[src/rtl/qoa_encoder.sv]
// QOA sample encoder: 4-tap LMS prediction, residual quantisation against a
// reciprocal scalefactor, and decoder-identical reconstruction/LMS update.
module qoa_encoder (
  input  logic        sys_clk,
  input  logic        sys_rst_n,
  input  logic [15:0] sample_in,
  input  logic        sample_valid,
  input  logic [3:0]  sf_index,
  input  logic        hw_wr,
  input  logic        hw_sel,
  input  logic [1:0]  hw_idx,
  input  logic [15:0] hw_data,
  output logic [7:0]  byte_out,
  output logic        byte_valid,
  output logic        busy,
  output logic [15:0] recon_out
);

  typedef enum logic [1:0] {IDLE, PREDICT, QUANT, UPDATE} state_t;

  state_t             state, state_nx;
  logic [1:0]         cnt;
  logic signed [15:0] hist [4];
  logic signed [15:0] wts  [4];
  logic signed [15:0] samp;
  logic [3:0]         sf_r;
  logic signed [31:0] acc;
  logic [2:0]         qr_r;

  function automatic logic signed [17:0] recip(input logic [3:0] sf);
    case (sf)
      4'd0:    recip = 18'sd65536;
      4'd1:    recip = 18'sd9363;
      4'd2:    recip = 18'sd3121;
      4'd3:    recip = 18'sd1457;
      4'd4:    recip = 18'sd781;
      4'd5:    recip = 18'sd475;
      4'd6:    recip = 18'sd311;
      4'd7:    recip = 18'sd216;
      4'd8:    recip = 18'sd156;
      4'd9:    recip = 18'sd117;
      4'd10:   recip = 18'sd90;
      4'd11:   recip = 18'sd71;
      4'd12:   recip = 18'sd57;
      4'd13:   recip = 18'sd47;
      4'd14:   recip = 18'sd39;
      default: recip = 18'sd32;
    endcase
  endfunction

  // Index is n+8, so 0..16 covers n = -8..8
  function automatic logic [2:0] quant_tab(input logic [4:0] idx);
    case (idx)
      5'd0, 5'd1, 5'd2:   quant_tab = 3'd7;
      5'd3, 5'd4:         quant_tab = 3'd5;
      5'd5, 5'd6:         quant_tab = 3'd3;
      5'd7:               quant_tab = 3'd1;
      5'd8, 5'd9:         quant_tab = 3'd0;
      5'd10, 5'd11:       quant_tab = 3'd2;
      5'd12, 5'd13:       quant_tab = 3'd4;
      default:            quant_tab = 3'd6;
    endcase
  endfunction

  // Shared dequant ROM: per sf, magnitudes for qr[2:1] = 0..3; qr[0] selects sign
  function automatic logic signed [15:0] dequant(input logic [3:0] sf, input logic [2:0] qr);
    logic [63:0] row;
    logic [15:0] mag;
    case (sf)
      4'd0:    row = {16'd7,     16'd5,    16'd3,    16'd1};
      4'd1:    row = {16'd49,    16'd32,   16'd18,   16'd5};
      4'd2:    row = {16'd147,   16'd95,   16'd53,   16'd16};
      4'd3:    row = {16'd315,   16'd203,  16'd113,  16'd34};
      4'd4:    row = {16'd588,   16'd378,  16'd210,  16'd63};
      4'd5:    row = {16'd966,   16'd621,  16'd345,  16'd104};
      4'd6:    row = {16'd1477,  16'd950,  16'd528,  16'd158};
      4'd7:    row = {16'd2128,  16'd1368, 16'd760,  16'd228};
      4'd8:    row = {16'd2947,  16'd1895, 16'd1053, 16'd316};
      4'd9:    row = {16'd3934,  16'd2529, 16'd1405, 16'd422};
      4'd10:   row = {16'd5117,  16'd3290, 16'd1828, 16'd548};
      4'd11:   row = {16'd6496,  16'd4176, 16'd2320, 16'd696};
      4'd12:   row = {16'd8099,  16'd5207, 16'd2893, 16'd868};
      4'd13:   row = {16'd9933,  16'd6386, 16'd3548, 16'd1064};
      4'd14:   row = {16'd12005, 16'd7718, 16'd4288, 16'd1286};
      default: row = {16'd14336, 16'd9216, 16'd5120, 16'd1536};
    endcase
    mag = row[{qr[2:1], 4'b0000} +: 16];
    dequant = qr[0] ? -$signed(mag) : $signed(mag);
  endfunction

  function automatic logic signed [19:0] sgn20(input logic signed [19:0] v);
    if (v > 20'sd0)      sgn20 = 20'sd1;
    else if (v < 20'sd0) sgn20 = -20'sd1;
    else                 sgn20 = 20'sd0;
  endfunction

  logic signed [18:0] pred;
  logic signed [19:0] res_w, n_raw, n_adj, recon_w;
  logic signed [17:0] res;
  logic signed [35:0] prod, n_rnd;
  logic signed [4:0]  n_q;
  logic [4:0]         q_idx;
  logic signed [15:0] dq, delta, recon_c;

  always_comb begin
    pred  = $signed(acc[31:13]);
    res_w = $signed({{4{samp[15]}}, samp}) - $signed({pred[18], pred});
    if (res_w > 20'sd65535)       res = 18'sd65535;
    else if (res_w < -20'sd65535) res = -18'sd65535;
    else                          res = res_w[17:0];
    prod  = res * recip(sf_r);
    n_rnd = (prod + 36'sd32768) >>> 16;
    n_raw = n_rnd[19:0];
    // Nudges a rounded-to-zero result away from zero so any nonzero residual is coded
    n_adj = n_raw + sgn20(res_w) - sgn20(n_raw);
    if (n_adj > 20'sd8)       n_q = 5'sd8;
    else if (n_adj < -20'sd8) n_q = -5'sd8;
    else                      n_q = n_adj[4:0];
    q_idx   = n_q + 5'sd8;
    dq      = dequant(sf_r, qr_r);
    delta   = dq >>> 4;
    recon_w = $signed({pred[18], pred}) + $signed({{4{dq[15]}}, dq});
    if (recon_w > 20'sd32767)       recon_c = 16'sh7fff;
    else if (recon_w < -20'sd32768) recon_c = -16'sh8000;
    else                            recon_c = recon_w[15:0];
  end

  always_comb begin
    state_nx = state;
    case (state)
      IDLE:    if (sample_valid) state_nx = PREDICT;
      PREDICT: if (cnt == 2'd3)  state_nx = QUANT;
      QUANT:   state_nx = UPDATE;
      UPDATE:  if (cnt == 2'd1)  state_nx = IDLE;
      default: state_nx = IDLE;
    endcase
  end

  assign busy = (state != IDLE);

  always_ff @(posedge sys_clk or negedge sys_rst_n) begin
    if (!sys_rst_n) begin
      state      <= IDLE;
      cnt        <= 2'd0;
      acc        <= '0;
      samp       <= '0;
      sf_r       <= '0;
      qr_r       <= '0;
      byte_out   <= '0;
      byte_valid <= 1'b0;
      recon_out  <= '0;
      for (int i = 0; i < 4; i++) begin
        hist[i] <= '0;
        wts[i]  <= '0;
      end
    end else begin
      state      <= state_nx;
      byte_valid <= 1'b0;
      case (state)
        IDLE: begin
          cnt <= 2'd0;
          if (sample_valid) begin
            samp <= sample_in;
            sf_r <= sf_index;
            acc  <= '0;
          end else if (hw_wr) begin
            if (hw_sel) wts[hw_idx]  <= hw_data;
            else        hist[hw_idx] <= hw_data;
          end
        end
        PREDICT: begin
          acc <= acc + hist[cnt] * wts[cnt];
          cnt <= cnt + 2'd1;
        end
        QUANT: begin
          qr_r <= quant_tab(q_idx);
          cnt  <= 2'd0;
        end
        UPDATE: begin
          cnt <= cnt + 2'd1;
          // Second UPDATE cycle commits so the result lands on the 7th edge
          if (cnt == 2'd1) begin
            byte_out   <= {sf_r, qr_r, 1'b1};
            recon_out  <= recon_c;
            byte_valid <= 1'b1;
            for (int i = 0; i < 4; i++)
              wts[i] <= wts[i] + (hist[i][15] ? -delta : delta);
            hist[0] <= hist[1];
            hist[1] <= hist[2];
            hist[2] <= hist[3];
            hist[3] <= recon_c;
          end
        end
        default: ;
      endcase
    end
  end

endmodule

[config.mk]
export PLATFORM = sky130hd
export DESIGN_NAME = qoa_encoder
export DESIGN_NICKNAME = d
export VERILOG_FILES = /design/src/rtl/qoa_encoder.sv
export SDC_FILE = /design/constraint.sdc
export NUM_CORES = 2
export LEC_CHECK = 0
export ABC_CLOCK_PERIOD_IN_PS = 23000
export BUFFER_PORTS_ARGS = -buffer_cell sky130_fd_sc_hd__buf_2
export CELL_PAD_IN_SITES_DETAIL_PLACEMENT = 1
export CELL_PAD_IN_SITES_GLOBAL_PLACEMENT = 2
export CORE_MARGIN = 2
export CORE_UTILIZATION = 42
export DETAILED_ROUTE_END_ITERATION = 8
export PLACE_DENSITY = 0.92
export SYNTH_ARGS = -nofsm -noshare
export SYNTH_HDL_FRONTEND = slang
export SYNTH_SLANG_ARGS = --single-unit
[constraint.sdc]
create_clock -name sys_clk -period 23 [get_ports sys_clk]
set_clock_uncertainty 0.2 [all_clocks]
set_input_delay 4.6 -clock sys_clk [delete_from_list [all_inputs] [get_ports sys_clk]]
set_output_delay 4.6 -clock sys_clk [all_outputs]
set_load 0.005 [all_outputs]
==> impl_metrics.csv <==
group,metric,value,unit
run_status,status,"finished, final reports clean",
timing,max_freq,55.83,MHz
hold_path,holdCritPathClass,"flip-flop to flip-flop",
global_route,overflow,0,
route,drt-pass1-iter-count,7,
route,drt_iter0_drc,2072,
setup_path,crit_fanout,10,
setup_path,end_kind,"flip-flop",
final_layout,stdcell_count,5528,
setup_path,crit_top_cell,"fa_1",
yosys,synth_cells,4367,
setup_path,crit_type,"flip-flop to flip-flop",
clock_tree,tritoncts,"built",
yosys,synth_cell_types,92,
timing,hold_viol,0,
placed_design,place_ws,5260,ps
yosys,syn_nets,5336,
setup_path,cp_slowest_stage_delay,670,ps
floorplanning,dieWidth,307.6,µm
timing,setup_viol,0,
clock_tree,cts_hold_repair.buffers,0,
timing,fin_crit_sh,0.7787,
placed_design,placed_area,40250,µm²
clock_tree,htree_num_levels,1,
clock_tree,clock_latency,630,ps
clock_tree,clk_path_buf_depth,3,
yosys,yosysMostFrequentCell,"inv_1",
yosys,synth.area.top_cells,"fa_1 (29%), dfrtp_1 (14%), ha_1 (12%)",
timing,setup_slack,5090,ps
final_layout,syn_to_final_growth,6.400,%
yosys,yosysSeqAreaShare,0.1371,
clock_tree,cts_buffers,28,
floorplanning,top_level_ports,69,
route,routedWlPerCell,23.21,µm
global_route,gr-usage-all-layers,0.2754,
yosys,synth_top_area_frac,0.2917,
yosys,async_flop_share,1.000,
yosys,ys.flop_type,"dfrtp_1",
route,final_antenna_net_count,0,
yosys,synth_edf_count,0,
floorplanning,rows,111,
setup_path,worst_ep_required_time,23290,ps
floorplanning,initial_utilization,0.4229,
timing,maxSlewHeadroom,0.1406,
placed_design,portBuffers,68,
global_route,antenna_found_initial,5,
yosys,synth_top_area_cell,"fa_1",
setup_path,start_kind,"flip-flop",
timing,rsz0062_at_grt,"false",
route,wirelength,128.3,mm
global_route,grt_max_degree,102,
setup_path,cp_slowest_cell,"nor2_1",
floorplanning,die_area,94600,µm²
yosys,synth_common_cells,"inv_1 (722), fa_1 (564), nor2_1 (381), ha_1 (362), nand2_1 (336)",
global_route,grt_pass1_wl,203.6,mm
clock_tree,cts_resized,0,
clock_tree,clkTransAtPathRegs,60,ps
setup_path,critPathArrivalTime,18200,ps
timing,fin_tns_setup,0,ps
timing,drv_slew,0,
floorplanning,die_h,307.6,µm
route,via_per_inst,5.821,
timing,post-route-min-period,17910,ps
placed_design,dp.cells,5472,
clock_tree,clkSinkCount,212,
final_layout,nNetsFinal,5285,
yosys,syn_avg_cell_area,8.863,µm²
yosys,yosys_warnings,0,
placed_design,hpwl,99.70,mm
flow_run,maxCapViolCount,0,
final_layout,drive_gt1_frac,0.07653,
clock_tree,post_cts_buffers,0,
placed_design,gp_congestion,0.8929,
timing,worstMarginPinSlew,1284,ps
route,drc,0,
final_layout,final_area,41180,µm²
route,vias,32180,
yosys,syn-cell-area,38710,µm²
global_route,first_global_vias,35470,
yosys,ys_seq_elements,212,
floorplanning,core,91520,µm²
clock_tree,root_buffer,"clkbuf_16",
## final timing paths
check	startpoint	to	slack, ps	cells after the start
worst min-delay path	acc[5]	acc[5]	300	2
min in group asynchronous	sys_rst_n	acc[7]	3740	1
max in group asynchronous	sys_rst_n	cnt[1]	17150	2
worst max register to register	acc[13]	qr_r[1]	5090	64
worst max-delay path	acc[13]	qr_r[1]	5090	64
worst min register to register	acc[5]	acc[5]	300	2
## area by class of cell
cell class,instances,area [µm²]
antenna,4,10.01
clock buffer,37,774.5
clock inverter,15,150.1
fill,10710,50340
inverter,728,2733
multi-input combinational,3214,29890
sequential,212,5310
tap,1186,1484
timing repair buffer,132,830.8
## flip-flops by register name (all words and copies together) (netlist names)
| register | cells |
|---|---|
| cnt | 2 |
| wts | 64 |
| samp | 16 |
| acc | 32 |
| recon_out | 16 |
| state | 2 |
| sf_r | 4 |
| byte_out | 8 |
| byte_valid | 1 |
| hist | 64 |
| qr_r | 3 |
## critical path: cells and delay by family, from the launching register on
| kind | cells | cell delay, ps |
|---|---|---|
| multiplexers | 1 | 370 |
| buffers and inverters | 6 | 290 |
| flip-flops | 1 | 400 |
| XOR/XNOR | 2 | 480 |
| AND/OR/NAND/NOR | 18 | 4070 |
| adder cells (fa/ha/maj) | 14 | 5430 |
| AO/OA/AOI/OAI | 23 | 6460 |
## through the flow
step	hold WS, ps	util
final	295.4	0.4500
after global routing	331.0	0.4499
after CTS	295.7	0.4499
after detailed placement	282.2	0.4398
after global placement	278.0	0.4398
after floorplan	256.3	-
## per-layer routing
metal / GRT usage / share of wire / vias to the layer above
met4: 0.1012 / 0.039 / 0
li1: - / - / 14240
met3: 0.02980 / 0.055 / 253
met5: 0 / 0 / -
met2: 0.4781 / 0.49 / 934
met1: 0.3543 / 0.41 / 16750
## kinds of logic (layout without fill, tap and decap cells)
family          after synthesis  in the layout  synth area share
simple gates               1091           1091            0.1301
other cells                   0              4                 0
mux                          75             75           0.02913
buf+inv                     941            912           0.09239
flops                       212            212            0.1371
fa+ha+maj                   926            926            0.4087
xor+xnor                    208            208           0.04745
compound gates              914            914            0.1551
## cell usage in the layout (no fill, tap or decap), drive strengths merged, types with 31 or more instances in the layout
cell type  netlist  routed
inv            725     726
fa             564     564
nor2           381     381
ha             362     362
nand2          336     336
dfrtp          212     212
a21oi          207     207
o21ai          188     188
xnor2          147     147
buf             48     132
a22oi          103     103
o22ai           94      94
a21o            68      68
nor2b           66      66
xor2            61      61
nand2b          58      58
a221oi          56      56
or2             50      50
and2            48      48
o21bai          47      47
clkbuf         165      37
nor3            36      36
mux2            31      31
nand3           31      31
Power is not shown: default switching activity piles up to over one toggle a cycle in this logic, so the estimate is an artifact.
